File: src/rtl/wb_unit_pkg.sv
// wb_unit shared types: load funct3 encodings
// and the writeback FSM state.
package wb_unit_pkg;

   localparam logic [2:0] F3_LB  = 3'b000;
   localparam logic [2:0] F3_LH  = 3'b001;
   localparam logic [2:0] F3_LW  = 3'b010;
   localparam logic [2:0] F3_LBU = 3'b100;
   localparam logic [2:0] F3_LHU = 3'b101;

   typedef enum logic {
      IDLE,
      LOAD_WAIT
   } wb_state_t;

endpackage

File: src/rtl/wb_unit_if.sv
// Execute-to-writeback handshake bundle.
// master = execute stage, slave = wb_unit.
interface wb_unit_if #(
   parameter int ADDR_WIDTH = 5,
   parameter int DATA_WIDTH = 32
);
   logic                  in_valid;
   logic                  in_ready;
   logic [DATA_WIDTH-1:0] in_pc;
   logic [ADDR_WIDTH-1:0] in_rd;
   logic                  in_wen;
   logic [DATA_WIDTH-1:0] in_result;
   logic                  in_is_load;
   logic [2:0]            in_funct3;

   modport master (
      output in_valid,
      output in_pc,
      output in_rd,
      output in_wen,
      output in_result,
      output in_is_load,
      output in_funct3,
      input  in_ready
   );

   modport slave (
      input  in_valid,
      input  in_pc,
      input  in_rd,
      input  in_wen,
      input  in_result,
      input  in_is_load,
      input  in_funct3,
      output in_ready
   );
endinterface

File: src/rtl/wb_unit_load_extend.sv
// Load lane select and sign/zero extension
// for a naturally aligned 32-bit read word.
module load_extend
   import wb_unit_pkg::*;
(
   input  logic [2:0]  funct3,
   input  logic [1:0]  addr,
   input  logic [31:0] rdata,
   output logic [31:0] data
);

   logic [7:0]  byte_sel;
   logic [15:0] half_sel;

   always_comb begin
      byte_sel = rdata[{addr, 3'b000} +: 8];
      half_sel = rdata[{addr[1], 4'b0000} +: 16];
      data     = rdata;
      // Reserved encodings fall through to a full word.
      unique case (1'b1)
         funct3 == F3_LB:
            data = {{24{byte_sel[7]}}, byte_sel};
         funct3 == F3_LBU:
            data = {24'h0, byte_sel};
         funct3 == F3_LH:
            data = {{16{half_sel[15]}}, half_sel};
         funct3 == F3_LHU:
            data = {16'h0, half_sel};
         funct3 == F3_LW:
            data = rdata;
         default:
            data = rdata;
      endcase
   end

endmodule

File: src/rtl/wb_unit.sv
// Writeback stage: registered RF write port and
// retire pulse; loads wait for the LSU response.
module wb_unit
   import wb_unit_pkg::*;
#(
   parameter int ADDR_WIDTH = 5,
   parameter int DATA_WIDTH = 32
) (
   input  logic                  clk,
   input  logic                  rst_n,
   wb_unit_if.slave              ex,
   input  logic                  mem_rvalid,
   input  logic [DATA_WIDTH-1:0] mem_rdata,
   output logic                  rf_wen,
   output logic [ADDR_WIDTH-1:0] rf_waddr,
   output logic [DATA_WIDTH-1:0] rf_wdata,
   output logic                  retire_valid,
   output logic [DATA_WIDTH-1:0] retire_pc,
   output logic                  busy
);

   wb_state_t             state;
   logic [ADDR_WIDTH-1:0] ld_rd;
   logic                  ld_wen;
   logic [DATA_WIDTH-1:0] ld_pc;
   logic [2:0]            ld_funct3;
   logic [1:0]            ld_addr;
   logic [DATA_WIDTH-1:0] ld_data;

   assign ex.in_ready = (state == IDLE);
   assign busy        = (state == LOAD_WAIT);

   load_extend u_ext (
      .funct3 (ld_funct3),
      .addr   (ld_addr),
      .rdata  (mem_rdata),
      .data   (ld_data)
   );

   always_ff @(posedge clk) begin
      if (!rst_n) begin
         state        <= IDLE;
         rf_wen       <= 1'b0;
         rf_waddr     <= '0;
         rf_wdata     <= '0;
         retire_valid <= 1'b0;
         retire_pc    <= '0;
         ld_rd        <= '0;
         ld_wen       <= 1'b0;
         ld_pc        <= '0;
         ld_funct3    <= '0;
         ld_addr      <= '0;
      end else begin
         rf_wen       <= 1'b0;
         retire_valid <= 1'b0;
         unique case (state)
            IDLE: begin
               if (ex.in_valid && ex.in_is_load) begin
                  ld_rd     <= ex.in_rd;
                  ld_wen    <= ex.in_wen;
                  ld_pc     <= ex.in_pc;
                  ld_funct3 <= ex.in_funct3;
                  ld_addr   <= ex.in_result[1:0];
                  state     <= LOAD_WAIT;
               end else if (ex.in_valid) begin
                  rf_wen       <= ex.in_wen
                                  && (ex.in_rd != '0);
                  rf_waddr     <= ex.in_rd;
                  rf_wdata     <= ex.in_result;
                  retire_valid <= 1'b1;
                  retire_pc    <= ex.in_pc;
               end
            end
            LOAD_WAIT: begin
               if (mem_rvalid) begin
                  rf_wen       <= ld_wen && (ld_rd != '0);
                  rf_waddr     <= ld_rd;
                  rf_wdata     <= ld_data;
                  retire_valid <= 1'b1;
                  retire_pc    <= ld_pc;
                  state        <= IDLE;
               end
            end
            default: state <= IDLE;
         endcase
      end
   end

endmodule

File: src/flat_wrapper.sv
// flat-port wrapper written by rule: the top's interface ports become plain ports
module wb_unit_flat import wb_unit_pkg::*;
#(
   parameter int ADDR_WIDTH = 5,
   parameter int DATA_WIDTH = 32
)
  (clk, rst_n, mem_rvalid, mem_rdata, rf_wen, rf_waddr, rf_wdata, retire_valid, retire_pc, busy, ex_in_valid, ex_in_pc, ex_in_rd, ex_in_wen, ex_in_result, ex_in_is_load, ex_in_funct3, ex_in_ready);
  wb_unit_if #(.ADDR_WIDTH(ADDR_WIDTH), .DATA_WIDTH(DATA_WIDTH)) ex_i ();
  input  logic clk;
  input  logic rst_n;
  input  logic mem_rvalid;
  input  logic [DATA_WIDTH-1:0] mem_rdata;
  output logic rf_wen;
  output logic [ADDR_WIDTH-1:0] rf_waddr;
  output logic [DATA_WIDTH-1:0] rf_wdata;
  output logic retire_valid;
  output logic [DATA_WIDTH-1:0] retire_pc;
  output logic busy;
  input wire logic [$bits(ex_i.in_valid)-1:0] ex_in_valid;
  input wire logic [$bits(ex_i.in_pc)-1:0] ex_in_pc;
  input wire logic [$bits(ex_i.in_rd)-1:0] ex_in_rd;
  input wire logic [$bits(ex_i.in_wen)-1:0] ex_in_wen;
  input wire logic [$bits(ex_i.in_result)-1:0] ex_in_result;
  input wire logic [$bits(ex_i.in_is_load)-1:0] ex_in_is_load;
  input wire logic [$bits(ex_i.in_funct3)-1:0] ex_in_funct3;
  output wire logic [$bits(ex_i.in_ready)-1:0] ex_in_ready;
  assign ex_i.in_valid = ex_in_valid;
  assign ex_i.in_pc = ex_in_pc;
  assign ex_i.in_rd = ex_in_rd;
  assign ex_i.in_wen = ex_in_wen;
  assign ex_i.in_result = ex_in_result;
  assign ex_i.in_is_load = ex_in_is_load;
  assign ex_i.in_funct3 = ex_in_funct3;
  assign ex_in_ready = ex_i.in_ready;
  wb_unit #(.ADDR_WIDTH(ADDR_WIDTH), .DATA_WIDTH(DATA_WIDTH)) u_core (.clk(clk), .rst_n(rst_n), .ex(ex_i), .mem_rvalid(mem_rvalid), .mem_rdata(mem_rdata), .rf_wen(rf_wen), .rf_waddr(rf_waddr), .rf_wdata(rf_wdata), .retire_valid(retire_valid), .retire_pc(retire_pc), .busy(busy));
endmodule
File: config.mk
export PLATFORM = sky130hd
export DESIGN_NAME = wb_unit_flat
export DESIGN_NICKNAME = d
export VERILOG_FILES = /design/src/rtl/wb_unit_pkg.sv /design/src/rtl/wb_unit_if.sv /design/src/rtl/wb_unit_load_extend.sv /design/src/rtl/wb_unit.sv /design/src/flat_wrapper.sv
export SDC_FILE = /design/constraint.sdc
export NUM_CORES = 1
export LEC_CHECK = 0
export CAP_MARGIN = 30
export CORE_MARGIN = 8
export CORE_UTILIZATION = 50
export CTS_CLUSTER_DIAMETER = 60
export CTS_CLUSTER_SIZE = 12
export DETAILED_ROUTE_END_ITERATION = 6
export PLACE_DENSITY = 0.95
export SETUP_SLACK_MARGIN = 0.15
export SLEW_MARGIN = 20
export SYNTH_ARGS = -nofsm -noshare
export SYNTH_HDL_FRONTEND = slang
export SYNTH_SLANG_ARGS = --single-unit
File: constraint.sdc
create_clock -name clk -period 3.2 [get_ports clk]
set_clock_uncertainty 0.15 [all_clocks]
set_input_delay 0.64 -clock clk [delete_from_list [all_inputs] [get_ports clk]]
set_output_delay 0.64 -clock clk [all_outputs]
set_load 0.02 [all_outputs]
### Word-level counts from Yosys, hierarchy flattened

Index checks and enable logic that the tools add are counted.

| word-level totals | value |
|---|---|
| flip-flop bits (word level) | 115 |
| bits in read-only memories | 0 |
| bits in latches | 0 |
| memories | 0 |
| input port bits | 110 |
| RAM bits | 0 |
| word-level logic and storage cells | 52 |
| output and inout port bits | 73 |

| cells by class | value |
|---|---|
| divide/modulo/power cells | 0 |
| add/subtract/negate cells | 0 |
| mux-type cells | 24 |
| multiply operators | 0 |
| shift operators | 2 |
| order comparisons | 0 |
| bitwise operators | 1 |
| reductions and logical operators | 8 |
| equality and inequality tests | 6 |

Operators with widths:

| operator | number |
|---|---|
| 32-bit 2-to-1 mux | 6 |
| 32-bit one-hot mux with 2 select lines | 2 |
| 32-bit one-hot mux with 4 select lines | 1 |
| 32-bit by 6-bit indexed part select with 16-bit output | 1 |
| 32-bit by 6-bit indexed part select with 8-bit output | 1 |
| 5-bit 2-to-1 mux | 3 |
| 5-bit one-hot mux with 2 select lines | 1 |
| 5-bit nonzero test | 2 |
| 1-bit 2-to-1 mux | 8 |
| 3-bit == test (second input constant) | 2 |
| 2-bit inequality test (second input constant) | 3 |
| 1-bit one-hot mux with 2 select lines | 3 |
| 3-bit by 1-bit == test with 1-bit output (second input constant) | 1 |
| 1-bit logical AND | 3 |
| 3-bit zero test | 1 |
| 3-bit AND reduction | 1 |
| 2-bit AND reduction | 1 |
| 1-bit NOT | 1 |

### Depth between registers and ports, before layout

Gate-level depths: netlist (run 1).

| depth | value |
|---|---|
| depth after elaboration | 5 |
| gate-level depth with buffers | 7 |
| depth with buffers taken out | 5 |

### Cells and area by module

A second synthesis (run 1) with hierarchy kept.

| unflattened totals | value |
|---|---|
| cell total of the unflattened synthesis | 638 |
| area, all modules | 5605.4 um^2 |

Modules (own cells, without submodules):

| module | area an instance (um^2) | cells an instance | instances | sequential area each (um^2) |
|---|---|---|---|---|
| wb_unit | 4849.7 | 519 | 1 | 2302.2 |
| load_extend | 755.7 | 119 | 1 | 0.0 |

### Worst setup path after synthesis (run 1)

No wires, ideal clock.

| path | value |
|---|---|
| kind | register -> output |
| start point | reg u_core.state, in the netlist u_core.busy |
| end point | out ex_in_ready |
| setup slack | 1336 ps |
| arrival time | 1074 ps |
| stages on the path, launching flop included | 4 |
| required time | 2410 ps |
| cells stage by stage | dfxtp_1 > buf_2 > inv_2 > clkbuf_1 |

| on the way | value |
|---|---|
| longest elaborated chain between the ends | 1 |

RTL lines:

| item | RTL line | source |
|---|---|---|
| start: declaration | wb_unit.sv:22 | `wb_state_t state;` |
| start signal: assignment | wb_unit.sv:42 | `state <= IDLE;` |
| start signal: assignment | wb_unit.sv:64 | `state <= LOAD_WAIT;` |
| start signal: assignment | wb_unit.sv:81 | `state <= IDLE;` |
| 1-bit NOT | wb_unit.sv:30 | `assign ex.in_ready = (state == IDLE);` |
| end: declaration | flat_wrapper.sv:26 | `output wire logic [$bits(ex_i.in_ready)-1:0] ex_in_ready;` |

Every way passes these cells.

### Worst setup path after layout (run 1)

Ends and elaborated chain as after synthesis.

==> results of run 1 <==
-- power groups by stage --
stage                     Combinational (uW)  Sequential [uW]  Clock, uW
final                                    788             1600       1830
after global routing                     840             1610       1930
after CTS                                785             1600       1850
after detailed placement                 777             1630          0
after global placement                   755             1620          0
after floorplan                          318             1700          0
-- how the worst max path moves through the flow --
stage | slack (ns) | cells after the start | to | startpoint
after global routing | 0.33 | 2 | ex_in_ready | u_core.busy$_SDFF_PN0_
after detailed placement | 0.52 | 6 | u_core.rf_wdata[9]$_SDFFE_PN0P_ | ex_in_valid
after CTS | 0.40 | 2 | ex_in_ready | u_core.busy$_SDFF_PN0_
after global placement | 0.65 | 6 | u_core.rf_wdata[8]$_SDFFE_PN0P_ | ex_in_valid
after floorplan | 1.34 | 3 | ex_in_ready | u_core.busy$_SDFF_PN0_
final | 0.41 | 2 | ex_in_ready | u_core.busy$_SDFF_PN0_
-- metal layers --
metal  GRT usage, %  part of all wire [%]  vias to the layer above
met2           40.6                    49                      305
met5              0                     0                        -
li1               -                     -                     2624
met1           26.4                    38                     2581
met4           14.8                   4.4                        0
met3           7.49                   8.4                       64
-- flip-flops by register name, summed over array words and instances (netlist names) --
| name | cells |
|---|---|
| u_core.rf_wdata | 32 |
| u_core.busy | 1 |
| u_core.rf_waddr | 5 |
| u_core.retire_pc | 32 |
| u_core.ld_funct3 | 3 |
| u_core.ld_rd | 5 |
| u_core.ld_wen | 1 |
| u_core.ld_pc | 32 |
| u_core.rf_wen | 1 |
| u_core.ld_addr | 2 |
| u_core.retire_valid | 1 |
-- cell type report --
cell class	count	area, um2	area share (%)
timing repair buffer	193	1920	24.3
sequential	115	2310	29.2
clock buffer	22	474	6.00
inverter	4	15.0	0.190
clock inverter	9	101	1.28
multi-input combinational	475	2910	36.8
tap	140	175	2.21
-- cells in the final DEF, fill, tap and decap left out, types with 6 or more instances in the layout --
cell type	synthesis	layout
a21boi_0	45	45
a21oi_1	50	50
a31oi_1	20	20
and2_1	9	9
and3_1	17	17
buf_4	3	9
clkbuf_16	0	17
clkdlybuf4s50_1	0	181
dfxtp_1	115	114
mux2_2	6	6
mux2i_1	41	41
nand2_1	144	144
nor2_1	16	16
o211a_1	37	37
o21ai_0	53	53
-- logic make-up (layout without fill, tap and decap cells) --
group	after synthesis	after routing	share of synthesized area (%)
flops	115	115	41.8
mux	48	48	8.94
simple gates	204	204	16.1
compound gates	223	223	27.7
buf+inv	63	228	5.54
-- stage by stage --
step	worst slack (ns)	cell area [um2]	hold slack, ns	util, %	std cells
6_report	0.407	7910	0.319	73.3	958
5_1_grt	0.326	7910	0.334	73.3	958
4_1_cts	0.398	7910	0.317	73.3	958
3_5_place_dp	0.521	7330	0.310	67.9	927
3_3_place_gp	0.650	7330	0.299	67.9	927
2_1_floorplan	1.34	5510	0.293	-	653
-- critical path, delay by kind of cell (launching register included) --
family                 cells  cell delay, ns
flip-flops                 1            0.69
buffers and inverters      2            0.79
==> results_dict.tcl, run 1 <==
set metrics [dict create \
    syn_to_final_growth_pct 43.5 \
    num-nets-final 916 \
    seqPwrFrac_pct 38.0 \
    synth_area_um2 5510 \
    fin_crit_sh_pct 87.3 \
    dr.pass1.iters 6 \
    clock_latency_ns 0.51 \
    p_sw_uw 1110 \
    ys_warn_count 0 \
    ys.flop_type "dfxtp_1" \
    power_density_nw_per_um2 534 \
    synth_edf_count 0 \
    syn-num-nets 763 \
    reg2reg_slack_ns 0.76 \
    core-area_um2 10800 \
    n_fill_cell 740 \
    synth_cells 653 \
    slowest_delay_ns 0.69 \
    synth_top_area_share_pct 41.8 \
    async_reset_ff_share_pct 0 \
    drt-initial-drc-count 635 \
    tritoncts "yes" \
    path_cells "inv_2 -> clkdlybuf4s50_1" \
    seq_area_frac_synth_pct 41.8 \
    cts_buffer_depth 2 \
    port-buffer-count 182 \
    status "finished, final reports clean" \
    antenna_cells 0 \
    cp.arrival_ns 2.00 \
    timing.slew.headroom_pct 59.7 \
    grt_pass1_vias 5617 \
    min_path_type "register to register" \
    drive_gt1_share_pct 7.33 \
    fp.dieH_um 121 \
    routed_wl_um 18100 \
    worst-slew-pin-transition_ns 0.605 \
    crit_path_top_delay_cell "dfxtp_4" \
    cts_buffers 17 \
    synthTopCellsByArea "dfxtp_1 42%, nand2_1 9.8%, mux2i_1 7.4%" \
    syn_avg_cell_area_um2 8.44 \
    root_buffer "clkbuf_8" \
    p_total_uw 4230 \
    end_kind "primary output" \
    fp-row-count 38 \
    reg2reg_to "u_core.rf_wdata[12]$_SDFFE_PN0P_" \
    path_clk_slew_ns 0.05 \
    track_usage_pct 24.2 \
    drt-vias-per-instance 5.82 \
    max_freq_mhz 358 \
    dieArea_um2 14600 \
    p_sw_share_pct 26.4 \
    htree_levels 4 \
    grt_max_degree 62 \
    rsz0062_at_grt "no" \
    grt_pass1_wl_um 28200 \
    p_clk_share_pct 43.4 \
    drv_slew 0 \
    synth_top_cells_by_count "144 x nand2_1, 115 x dfxtp_1, 53 x o21ai_0" \
    setup_violations 0 \
    startpoint_type "register" \
    path_max_fanout 46 \
    cts.sinks 115 \
    critical_path_class "register to primary output" \
    avgRoutedWirePerCell_um 18.9 \
    power.internal_uw 3110 \
    hold_buffers 0 \
    holdPathEnd "u_core.ld_pc[24]$_SDFFE_PN0P_" \
    period_minus_slack_ns 2.79 \
    rr_startpoint "u_core.busy$_SDFF_PN0_" \
    yosysUniqueCellTypes 45 \
    drc 0 \
    ys_seq_elements 115 \
    io_pins 183 \
    vias 5574 \
    ctsResizeCount 0 \
    start_util_pct 51.1 \
    cts_setup_buffers 0 \
    r2r_cells 6 \
    gr-total-overflow 0 \
    antenna_found_initial 0 \
    worstHoldStart "u_core.ld_pc[24]$_SDFFE_PN0P_" \
    p_leak_uw 0.00327 \
    hold_viol_final 0 \
    yosysMostFrequentCell "nand2_1" \
    die_w_um 121 \
    place.gp.congestion 0.931 \
    min_delay_path_depth 2 \
    synth_top_area_cell "dfxtp_1" \
    cap_violations 0 \
    finalSetupTns_ns 0 \
    dp_hpwl_um 12700 \
    vdd_drop_max_uv 385 \
    ant_nets 0 \
    power_frac_comb_pct 18.7 \
    required_ns 2.41 \
]
Note: power is estimated with default switching activity, not from simulation.
==> run 2: changes to the inputs <==
==> constraint.sdc (replaced) <==
create_clock -name clk -period 3.2 [get_ports clk]
set_clock_uncertainty 0.15 [all_clocks]
set_input_delay 0.32 -clock clk [delete_from_list [all_inputs] [get_ports clk]]
set_output_delay 0.32 -clock clk [all_outputs]
set_load 0.02 [all_outputs]
==> run 2 against run 1 <==
Net effect:
- first-iteration DRC count decreased by 15%
- worst setup slack improved by 0.11 ns
- via count decreased by 0.66%
- fmax increased by 4.3%
- worst hold slack got worse by 0.11 ns
- cell count unchanged
- cell area decreased by 0.74%
- critical path depth unchanged
- non-clock buffer count decreased by 1
- sequential share of layout area increased by 0.22 points
- critical path type unchanged
- largest power group unchanged
- highest routed layer unchanged
==> results_dict.tcl, run 2 (synthesis results as in run 1) <==
set metrics [dict create \
    antenna_cells 0 \
    seqPwrFrac_pct 39.2 \
    critical_path_class "register to primary output" \
    timing.slew.headroom_pct 59.1 \
    root_buffer "clkbuf_8" \
    cap_violations 0 \
    path_max_fanout 48 \
    grt_pass1_vias 5589 \
    startpoint_type "register" \
    dieArea_um2 14600 \
    p_leak_uw 0.00324 \
    power.internal_uw 2890 \
    worst-slew-pin-transition_ns 0.614 \
    io_pins 183 \
    core-area_um2 10800 \
    num-nets-final 915 \
    finalSetupTns_ns 0 \
    drt-vias-per-instance 5.78 \
    rsz0062_at_grt "no" \
    regArea_um2 2310 \
    p_sw_share_pct 29.4 \
    grt_max_degree 118 \
    place.gp.congestion 0.922 \
    hold_viol_final 0 \
    drc 0 \
    tritoncts "yes" \
    cts_buffers 17 \
    drt-initial-drc-count 540 \
    required_ns 2.73 \
    rr_startpoint "u_core.busy$_SDFF_PN0_" \
    cts_buffer_depth 2 \
    n_fill_cell 804 \
    cp_num_buf_inv 2 \
    path_clk_slew_ns 0.06 \
    clock_latency_ns 0.51 \
    cp.arrival_ns 2.21 \
    dr.pass1.iters 5 \
    min_path_type "input pin to register" \
    p_total_uw 4100 \
    p_clk_share_pct 41.7 \
    status "finished, final reports clean" \
    end_kind "primary output" \
    max_freq_mhz 373 \
    vias 5537 \
    mostFrequentLayoutCell "clkdlybuf4s50_1" \
    routed_wl_um 18000 \
    power_density_nw_per_um2 522 \
    largestRegisters "u_core.ld_pc: 32 flops, u_core.retire_pc: 32 flops, u_core.rf_wdata: 32 flops" \
    crit_path_top_delay_cell "dfxtp_4" \
    final_cell_mix "181 x clkdlybuf4s50_1, 144 x nand2_1, 114 x dfxtp_1, 53 x o21ai_0, 50 x a21oi_1" \
    worstHoldStart "rst_n" \
    ctsResizeCount 0 \
    fp.dieH_um 121 \
    fp-row-count 38 \
    drive_gt1_share_pct 7.58 \
    die_w_um 121 \
    dp_hpwl_um 12600 \
    slowest_delay_ns 0.70 \
    p_sw_uw 1200 \
    place_ws_ns 0.620 \
    track_usage_pct 24.1 \
    path_cells "inv_2 -> clkdlybuf4s50_1" \
    syn_to_final_growth_pct 42.4 \
    drv_slew 0 \
    ant_nets 0 \
    gr-total-overflow 0 \
    cts.sinks 115 \
    vdd_drop_max_uv 328 \
    startpoint "u_core.busy$_SDFF_PN0_" \
    setup_violations 0 \
    fin_crit_sh_pct 83.7 \
    start_util_pct 51.1 \
    reg2reg_slack_ns 0.80 \
    multi_input_area_um2 2910 \
    power_frac_comb_pct 19.1 \
    htree_levels 4 \
    port-buffer-count 182 \
    path_delay_family "buffers and inverters" \
    period_minus_slack_ns 2.68 \
    grt_pass1_wl_um 28300 \
    cts_setup_buffers 0 \
    avgRoutedWirePerCell_um 18.8 \
    antenna_found_initial 0 \
    setup_slack_ns 0.521 \
    hold_buffers 0 \
]
[run 2: cell count changes in the layout (fill, tap and decap cells not counted), sizes merged]
cell	before	now
buf	12	11
bufinv	2	0
inv	5	12
clkinvlp	1	2
clkbuf	22	17
[run 2: tightest hold or removal path, delay by kind of cell]
family / cells / cell delay, ns
AO/OA/AOI/OAI: 1 / 0.16
buffers and inverters: 2 / 0.33
[run 2: power groups by stage]
stage	clock [uW]	combinational (uW)	sequential (uW)
6_report	1710	781	1610
5_1_grt	1790	834	1620
4_1_cts	1720	780	1610
3_5_place_dp	0	773	1630
3_3_place_gp	0	752	1630
2_1_floorplan	0	318	1700
[run 2: worst paths after layout]
path,cells after the start,to
worst max-delay path,2,ex_in_ready
worst min-delay path,3,u_core.retire_pc[10]$_SDFFE_PN0P_
worst max register to register,5,u_core.retire_pc[2]$_SDFFE_PN0P_
worst min register to register,2,u_core.ld_pc[15]$_SDFFE_PN0P_
[run 2: per-layer routing]
metal,vias up,wire (um),track usage (%)
li1,2623,-,-
met1,2609,6990,26.5
met2,258,9080,40.9
met3,47,1350,6.89
met4,0,610,13.5
met5,-,0,0
[run 2: area by class of cell]
type | instances | area share, %
clock buffer | 17 | 5.28
timing repair buffer | 192 | 24.3
inverter | 4 | 0.191
multi-input combinational | 475 | 37.1
sequential | 115 | 29.4
tap | 140 | 2.23
clock inverter | 15 | 1.56
[run 2: stage by stage]
step                instance area [um2]  utilization (%)  instances  hold slack [ns]
floorplan                          5510                -        653            0.293
global placement                   7310             67.8        926            0.299
detailed placement                 7310             67.8        926            0.309
CTS                                7850             72.7        958            0.204
global route                       7850             72.7        958            0.208
finish                             7850             72.7        958            0.208
